[src/rtl/mem_port_arbiter_if.sv]
// Bundle for the shared-RAM port arbiter: requester handshake, read responses and RAM port.
// slave = arbiter side, master = requester/RAM environment side.
interface mem_port_arbiter_if #(
    parameter int NREQ  = 4,
    parameter int AW    = 4,
    parameter int WIDTH = 128
);
    logic [NREQ-1:0]       req_valid;
    logic [NREQ-1:0]       req_ready;
    logic [NREQ-1:0]       req_we;
    logic [NREQ*AW-1:0]    req_addr;
    logic [NREQ*WIDTH-1:0] req_din;
    logic [NREQ-1:0]       rsp_valid;
    logic [WIDTH-1:0]      rsp_data;
    logic                  mem_en;
    logic                  mem_we;
    logic [AW-1:0]         mem_addr;
    logic [WIDTH-1:0]      mem_din;
    logic [WIDTH-1:0]      mem_dout;

    modport slave (
        input  req_valid, req_we, req_addr, req_din, mem_dout,
        output req_ready, rsp_valid, rsp_data, mem_en, mem_we, mem_addr, mem_din
    );

    modport master (
        output req_valid, req_we, req_addr, req_din, mem_dout,
        input  req_ready, rsp_valid, rsp_data, mem_en, mem_we, mem_addr, mem_din
    );
endinterface

[src/rtl/mem_port_arbiter.sv]
// Shares one READ_FIRST RAM port between NREQ requesters; read data returns one cycle after grant.
// Define MEM_ARB_RR_EN for round-robin priority; otherwise fixed priority (lowest index wins).
module mem_port_arbiter #(
    parameter  int NREQ  = 4,
    parameter  int SIZE  = 16,
    parameter  int WIDTH = 128,
    localparam int AW    = $clog2(SIZE),
    localparam int PW    = (NREQ > 1) ? $clog2(NREQ) : 1
) (
    input logic              clk,
    input logic              rst,
    mem_port_arbiter_if.slave bus
);
    logic [PW-1:0] prio;
    logic [PW-1:0] win;
    logic [PW-1:0] idx;
    logic          found;
    logic          xfer;

    logic          rd_pend_q, rd_pend_d;
    logic [PW-1:0] rd_id_q, rd_id_d;

    // Search starts at prio and wraps, first valid requester wins.
    always_comb begin
        win   = '0;
        idx   = '0;
        found = 1'b0;
        for (int k = 0; k < NREQ; k++) begin
            idx = PW'((int'(prio) + k) % NREQ);
            if (!found && bus.req_valid[idx]) begin
                found = 1'b1;
                win   = idx;
            end
        end
    end

    // Every valid request is granted to somebody, so any valid request implies a transfer.
    assign xfer = (|bus.req_valid) && !rst;

    always_comb begin
        bus.req_ready = '0;
        bus.mem_en    = xfer;
        bus.mem_we    = 1'b0;
        bus.mem_addr  = '0;
        bus.mem_din   = '0;
        if (xfer) begin
            bus.req_ready[win] = 1'b1;
            bus.mem_we         = bus.req_we[win];
            bus.mem_addr       = bus.req_addr[win*AW +: AW];
            bus.mem_din        = bus.req_din[win*WIDTH +: WIDTH];
        end
    end

    always_comb begin
        rd_pend_d = xfer && !bus.req_we[win];
        rd_id_d   = rd_pend_d ? win : rd_id_q;
    end

    always_ff @(posedge clk or posedge rst) begin
        if (rst) begin
            rd_pend_q <= 1'b0;
            rd_id_q   <= '0;
        end else begin
            rd_pend_q <= rd_pend_d;
            rd_id_q   <= rd_id_d;
        end
    end

    always_comb begin
        bus.rsp_valid = '0;
        if (rd_pend_q) begin
            bus.rsp_valid[rd_id_q] = 1'b1;
        end
    end

    assign bus.rsp_data = bus.mem_dout;

`ifdef MEM_ARB_RR_EN
    logic [PW-1:0] prio_q, prio_d;

    always_comb begin
        prio_d = prio_q;
        if (xfer) begin
            prio_d = PW'((int'(win) + 1) % NREQ);
        end
    end

    always_ff @(posedge clk or posedge rst) begin
        if (rst) begin
            prio_q <= '0;
        end else begin
            prio_q <= prio_d;
        end
    end

    assign prio = prio_q;
`else
    assign prio = '0;
`endif

endmodule

[src/flat_wrapper.sv]
// flat-port wrapper written by rule: the top's interface ports become plain ports
module mem_port_arbiter_flat 
#(
    parameter  int NREQ  = 4,
    parameter  int SIZE  = 16,
    parameter  int WIDTH = 128,
    localparam int AW    = $clog2(SIZE),
    localparam int PW    = (NREQ > 1) ? $clog2(NREQ) : 1
)
  (clk, rst, bus_req_valid, bus_req_we, bus_req_addr, bus_req_din, bus_mem_dout, bus_req_ready, bus_rsp_valid, bus_rsp_data, bus_mem_en, bus_mem_we, bus_mem_addr, bus_mem_din);
  mem_port_arbiter_if #(.NREQ(NREQ), .AW((4)), .WIDTH(WIDTH)) bus_i ();
  input logic clk;
  input logic rst;
  input wire logic [$bits(bus_i.req_valid)-1:0] bus_req_valid;
  input wire logic [$bits(bus_i.req_we)-1:0] bus_req_we;
  input wire logic [$bits(bus_i.req_addr)-1:0] bus_req_addr;
  input wire logic [$bits(bus_i.req_din)-1:0] bus_req_din;
  input wire logic [$bits(bus_i.mem_dout)-1:0] bus_mem_dout;
  output wire logic [$bits(bus_i.req_ready)-1:0] bus_req_ready;
  output wire logic [$bits(bus_i.rsp_valid)-1:0] bus_rsp_valid;
  output wire logic [$bits(bus_i.rsp_data)-1:0] bus_rsp_data;
  output wire logic [$bits(bus_i.mem_en)-1:0] bus_mem_en;
  output wire logic [$bits(bus_i.mem_we)-1:0] bus_mem_we;
  output wire logic [$bits(bus_i.mem_addr)-1:0] bus_mem_addr;
  output wire logic [$bits(bus_i.mem_din)-1:0] bus_mem_din;
  assign bus_i.req_valid = bus_req_valid;
  assign bus_i.req_we = bus_req_we;
  assign bus_i.req_addr = bus_req_addr;
  assign bus_i.req_din = bus_req_din;
  assign bus_i.mem_dout = bus_mem_dout;
  assign bus_req_ready = bus_i.req_ready;
  assign bus_rsp_valid = bus_i.rsp_valid;
  assign bus_rsp_data = bus_i.rsp_data;
  assign bus_mem_en = bus_i.mem_en;
  assign bus_mem_we = bus_i.mem_we;
  assign bus_mem_addr = bus_i.mem_addr;
  assign bus_mem_din = bus_i.mem_din;
  mem_port_arbiter #(.NREQ(NREQ), .SIZE(SIZE), .WIDTH(WIDTH)) u_core (.clk(clk), .rst(rst), .bus(bus_i));
endmodule
[config.mk]
export PLATFORM = sky130hd
export DESIGN_NAME = mem_port_arbiter_flat
export DESIGN_NICKNAME = d
export VERILOG_FILES = /design/src/rtl/mem_port_arbiter_if.sv /design/src/rtl/mem_port_arbiter.sv /design/src/flat_wrapper.sv
export SDC_FILE = /design/constraint.sdc
export NUM_CORES = 1
export LEC_CHECK = 0
export CAP_MARGIN = 0
export CORE_AREA = 2 2 366 368
export CTS_BUF_LIST = sky130_fd_sc_hd__clkbuf_8
export DETAILED_ROUTE_END_ITERATION = 8
export DIE_AREA = 0 0 368 370
export DONT_BUFFER_PORTS = 1
export PLACE_DENSITY = 0.3
export SETUP_SLACK_MARGIN = 0.1
export SLEW_MARGIN = 5
export SYNTH_ARGS = -nofsm -noshare
export SYNTH_HDL_FRONTEND = slang
export SYNTH_SLANG_ARGS = --single-unit
[constraint.sdc]
create_clock -name clk -period 2.5 [get_ports clk]
set_clock_uncertainty 0.1 [all_clocks]
set_input_delay 0.5 -clock clk [delete_from_list [all_inputs] [get_ports clk]]
set_output_delay 0.5 -clock clk [all_outputs]
set_load 0.05 [all_outputs]
==> impl_results.md <==
* Shortest clock period the worst path allows after layout at 2.46 ns
* Average cell area after synthesis at between 6 and 7 sq um
* Required time at the endpoint of the critical path at between 1.5 and 2 ns
* Worst reg-to-reg setup slack at 1.57 ns
* Global-route wire length before repair at 98000 microns
* Number of global-route vias before repair at 7264
* Final number of setup-violating endpoints at 0
* Floorplan core area at about 0.13 sq mm
* Post-route DRC violation count at 0
* Final #Nets at 1512
* Fin. max-slew vios at 0
* Vias after detailed routing at 7155
* Post-synth EDFFs at 0
* Maximum number of pins on one net before global-route repair at 140
* Critical path fanouts, max at 13
* Yosys top cell area share at 0.234
* RSZ-0062 raised after global routing: true
* P&R area growth vs syn at 143%
* Worst path buffer plus inverter count at 3
* Type of the worst setup path: in2out
* Library cell appearing most often on the critical path: sky130_fd_sc_hd__buf_12
* #FFs+latches synth at 3
* Timing-limited maximum frequency at between 400 and 500 MHz
* Total power per unit cell area at 260 mW/mm^2
* Number of cells on the worst reg-to-reg path at 1
* Top cells by instance count after synthesis: sky130_fd_sc_hd__a21oi_1 (133), sky130_fd_sc_hd__nand2_1 (133), sky130_fd_sc_hd__a22o_1 (132), sky130_fd_sc_hd__a22oi_1 (132), sky130_fd_sc_hd__buf_4 (131)
* Number of endpoints with negative hold slack in the final report at 0
* Net count after synthesis at about 1400
* Data arrival at the endpoint of the critical path at 1.86 ns
* Crit path max-delay cell type: sky130_fd_sc_hd__a22oi_2
* Outcome: completed
* Final cell area excluding filler cells at around 0.012 sq mm
* Average vias per placed instance at 2.73
* Top delay family on crit path: compound AO/OA/AOI/OAI gates
* Count of boundary I/O pins at 936
* Critical path endpoint category: primary output
* Synthesized instance count at 779
* Critical path cell sequence: nor2b_4, buf_12, buf_16, a22o_4, a22oi_2, a21oi_4, buf_12
* Iteration-0 DRC Markers at 300
* Antenna violations before repair at 43
* Worst R2R End: u_core.rd_id_q[0]$_DFFE_PP0P_
* Critical register-to-register path startpoint: u_core.rd_id_q[0]$_DFFE_PP0P_
* Number of core rows at about 130
* First drt pass iteration count at 4
* TritonCTS Sinks at 3
* LEAKAGE at 0.00353 uW
* Die X at between 300 and 400 microns
* Effective utilization at floorplan at 0.0372
* Actual transition at the worst max-transition pin at around 0.66 ns
* Routed length per instance at 31.7 microns
* Area after DPL at 0.0104 sq mm
* Library cell with the largest summed area after synthesis: sky130_fd_sc_hd__a22o_1
* Count of input and output buffers at 0
* Peak supply drop at 130 uV
* Crit path capture: bus_mem_din[68]
* DRT Wirelength at about 83000 microns
* PnR worst setup slack at 0.0372 ns
* Relative max-transition margin at 0.557
* Worst-case clock buffer depth at 2
* Routability cong. at just under 0.8
* Largest stage delay on the critical path at 0.34 ns
* CTS clk-pin slew, worst paths at 0.03 ns
* Htree depth at 1
* Share of flip-flops with an asynchronous set or reset at 1.00
* CTS tree: built
* Most used flip-flop cell after synthesis: sky130_fd_sc_hd__dfrtp_1
* Cell area after synthesis at 0.00493 sq mm
* Pre-CTS setup slack at -0.239 ns
* Total number of yosys warnings at 0
* Worst hold path class: in2async
* Inserted Clock Buffers at 3
* Cell variety after synth at 23
* Antenna Nets Post-Route at 0
* All-Layer GR Usage at 0.113
* Grt ovf at 0
* Maximum capacitance violations at 0
* Clock root buffer: sky130_fd_sc_hd__clkbuf_8
* Critical Path Source: bus_req_valid[3]
* Biggest area contributors in the synthesized netlist: sky130_fd_sc_hd__a22o_1 (23%), sky130_fd_sc_hd__a22oi_1 (20%), sky130_fd_sc_hd__buf_4 (20%), sky130_fd_sc_hd__a21oi_1 (13%), sky130_fd_sc_hd__nand2_1 (10%)
* Startpoint Class: input pin
* Placed wire-length estimate after detailed placement at 72900 microns
* Floorplan die area at 0.136 sq mm
* Period Utilization, post-route at 0.985
* Part of the Yosys area used for sequential elements at 0.0152
* Share of post-route cells with drive strength above 1 at 0.640
* Height of the die at ~370 microns
* Final Hold Slack at 0.109 ns
* Crit. path cell count at 7
* # fillers at 15427
* Later-pin clock latency in the skew report at 0.21 ns
[power by group]
part	internal [uW]	switching [uW]	leakage (uW)
clock	105	32.4	0.0000269
sequential	55.7	8.47	0.0000389
combinational	1330	1590	0.00346
total	1490	1630	0.00353
[placed cells by master, fill, tap and decap left out]
cell type / instances
sky130_fd_sc_hd__nand2_1: 133
sky130_fd_sc_hd__o21ai_0: 2
sky130_fd_sc_hd__a22oi_2: 116
sky130_fd_sc_hd__a22o_4: 5
sky130_fd_sc_hd__a22o_2: 2
sky130_fd_sc_hd__nor2_4: 1
sky130_fd_sc_hd__buf_16: 9
sky130_fd_sc_hd__mux2_1: 1
sky130_fd_sc_hd__inv_1: 5
sky130_fd_sc_hd__o41ai_4: 1
sky130_fd_sc_hd__a21oi_4: 69
sky130_fd_sc_hd__nor3b_1: 1
sky130_fd_sc_hd__buf_12: 151
sky130_fd_sc_hd__clkbuf_8: 3
sky130_fd_sc_hd__and3b_1: 1
sky130_fd_sc_hd__buf_6: 42
sky130_fd_sc_hd__diode_2: 8
sky130_fd_sc_hd__nor2b_1: 3
sky130_fd_sc_hd__buf_8: 5
sky130_fd_sc_hd__a21oi_2: 58
sky130_fd_sc_hd__nor2_1: 3
sky130_fd_sc_hd__a21oi_1: 6
sky130_fd_sc_hd__buf_4: 67
sky130_fd_sc_hd__a22o_1: 125
sky130_fd_sc_hd__nor3_4: 1
sky130_fd_sc_hd__nor2b_4: 2
sky130_fd_sc_hd__clkbuf_16: 5
sky130_fd_sc_hd__o21ai_1: 1
sky130_fd_sc_hd__or2_4: 1
sky130_fd_sc_hd__dfrtp_1: 3
sky130_fd_sc_hd__nor3b_2: 1
sky130_fd_sc_hd__and3_4: 1
sky130_fd_sc_hd__a221oi_2: 1
sky130_fd_sc_hd__nor4_1: 1
sky130_fd_sc_hd__a22oi_1: 16
sky130_fd_sc_hd__and3_1: 3
[routing by layer]
layer	wire length (microns)	vias to the layer above	GRT usage
met5	78	-	0
met4	913	12	0.00510
met3	8440	96	0.0483
met2	40400	643	0.195
met1	33300	3444	0.136
li1	-	2960	-
[area by class of cell]
| class | instances | area (sq um) | share of cell area |
|---|---|---|---|
| Antenna cell | 8 | 20.0 | 0.00167 |
| Sequential cell | 3 | 75.1 | 0.00627 |
| Multi-Input combinational cell | 555 | 5160 | 0.431 |
| Timing Repair Buffer | 279 | 4450 | 0.371 |
| Tap cell | 1768 | 2210 | 0.185 |
| Inverter | 4 | 15.0 | 0.00125 |
| Clock buffer | 3 | 41.3 | 0.00345 |
| Clock inverter | 1 | 3.75 | 0.000313 |
[stage by stage]
| stage | setup TNS (ns) | util | power, uW | std cells |
|---|---|---|---|---|
| after floorplan | -3.41 | - | 2000 | 779 |
| after global placement | -7.07 | 0.0786 | 2680 | 2576 |
| after detailed placement | -2.40 | 0.0786 | 2670 | 2576 |
| after CTS | 0 | 0.0863 | 3060 | 2594 |
| after global routing | -0.0141 | 0.0903 | 3270 | 2614 |
| final | 0 | 0.0904 | 3120 | 2621 |
[worst min-delay path by stage]
| stage | from | end | slack [ns] | cells after the start |
|---|---|---|---|---|
| final | rst | u_core.rd_id_q[1]$_DFFE_PP0P_ | 0.11 | 2 |
| after global routing | rst | u_core.rd_id_q[1]$_DFFE_PP0P_ | 0.12 | 2 |
| after CTS | rst | u_core.rd_id_q[0]$_DFFE_PP0P_ | 0.11 | 2 |
| after detailed placement | rst | u_core.rd_id_q[0]$_DFFE_PP0P_ | 0.33 | 2 |
| after global placement | rst | u_core.rd_id_q[0]$_DFFE_PP0P_ | 0.33 | 2 |
| after floorplan | rst | u_core.rd_id_q[0]$_DFFE_PP0P_ | 0.18 | 1 |
[cells by family (layout without fill, tap and decap cells)]
group | after synthesis | after routing | synth area share
buffers and inverters | 221 | 287 | 0.279
AND/OR/NAND/NOR | 152 | 152 | 0.124
other | 0 | 8 | 0
flip-flops | 3 | 3 | 0.0152
multiplexers | 1 | 1 | 0.00228
AO/OA/AOI/OAI | 402 | 402 | 0.580
[what timing repair did]
action                     in CTS  in global routing
cloned                          5                  5
pin swaps                      70                 22
setup endpoints to repair     112                133
hold buffers                    0                  0
buffers inserted                9                 15
gates resized for setup       154                 66
[state kept, by name (all words and copies together) (netlist names)]
register,cells
u_core.rd_id_q,2
u_core.rd_pend_q,1
No activity file was read; power rests on OpenSTA's default activity.
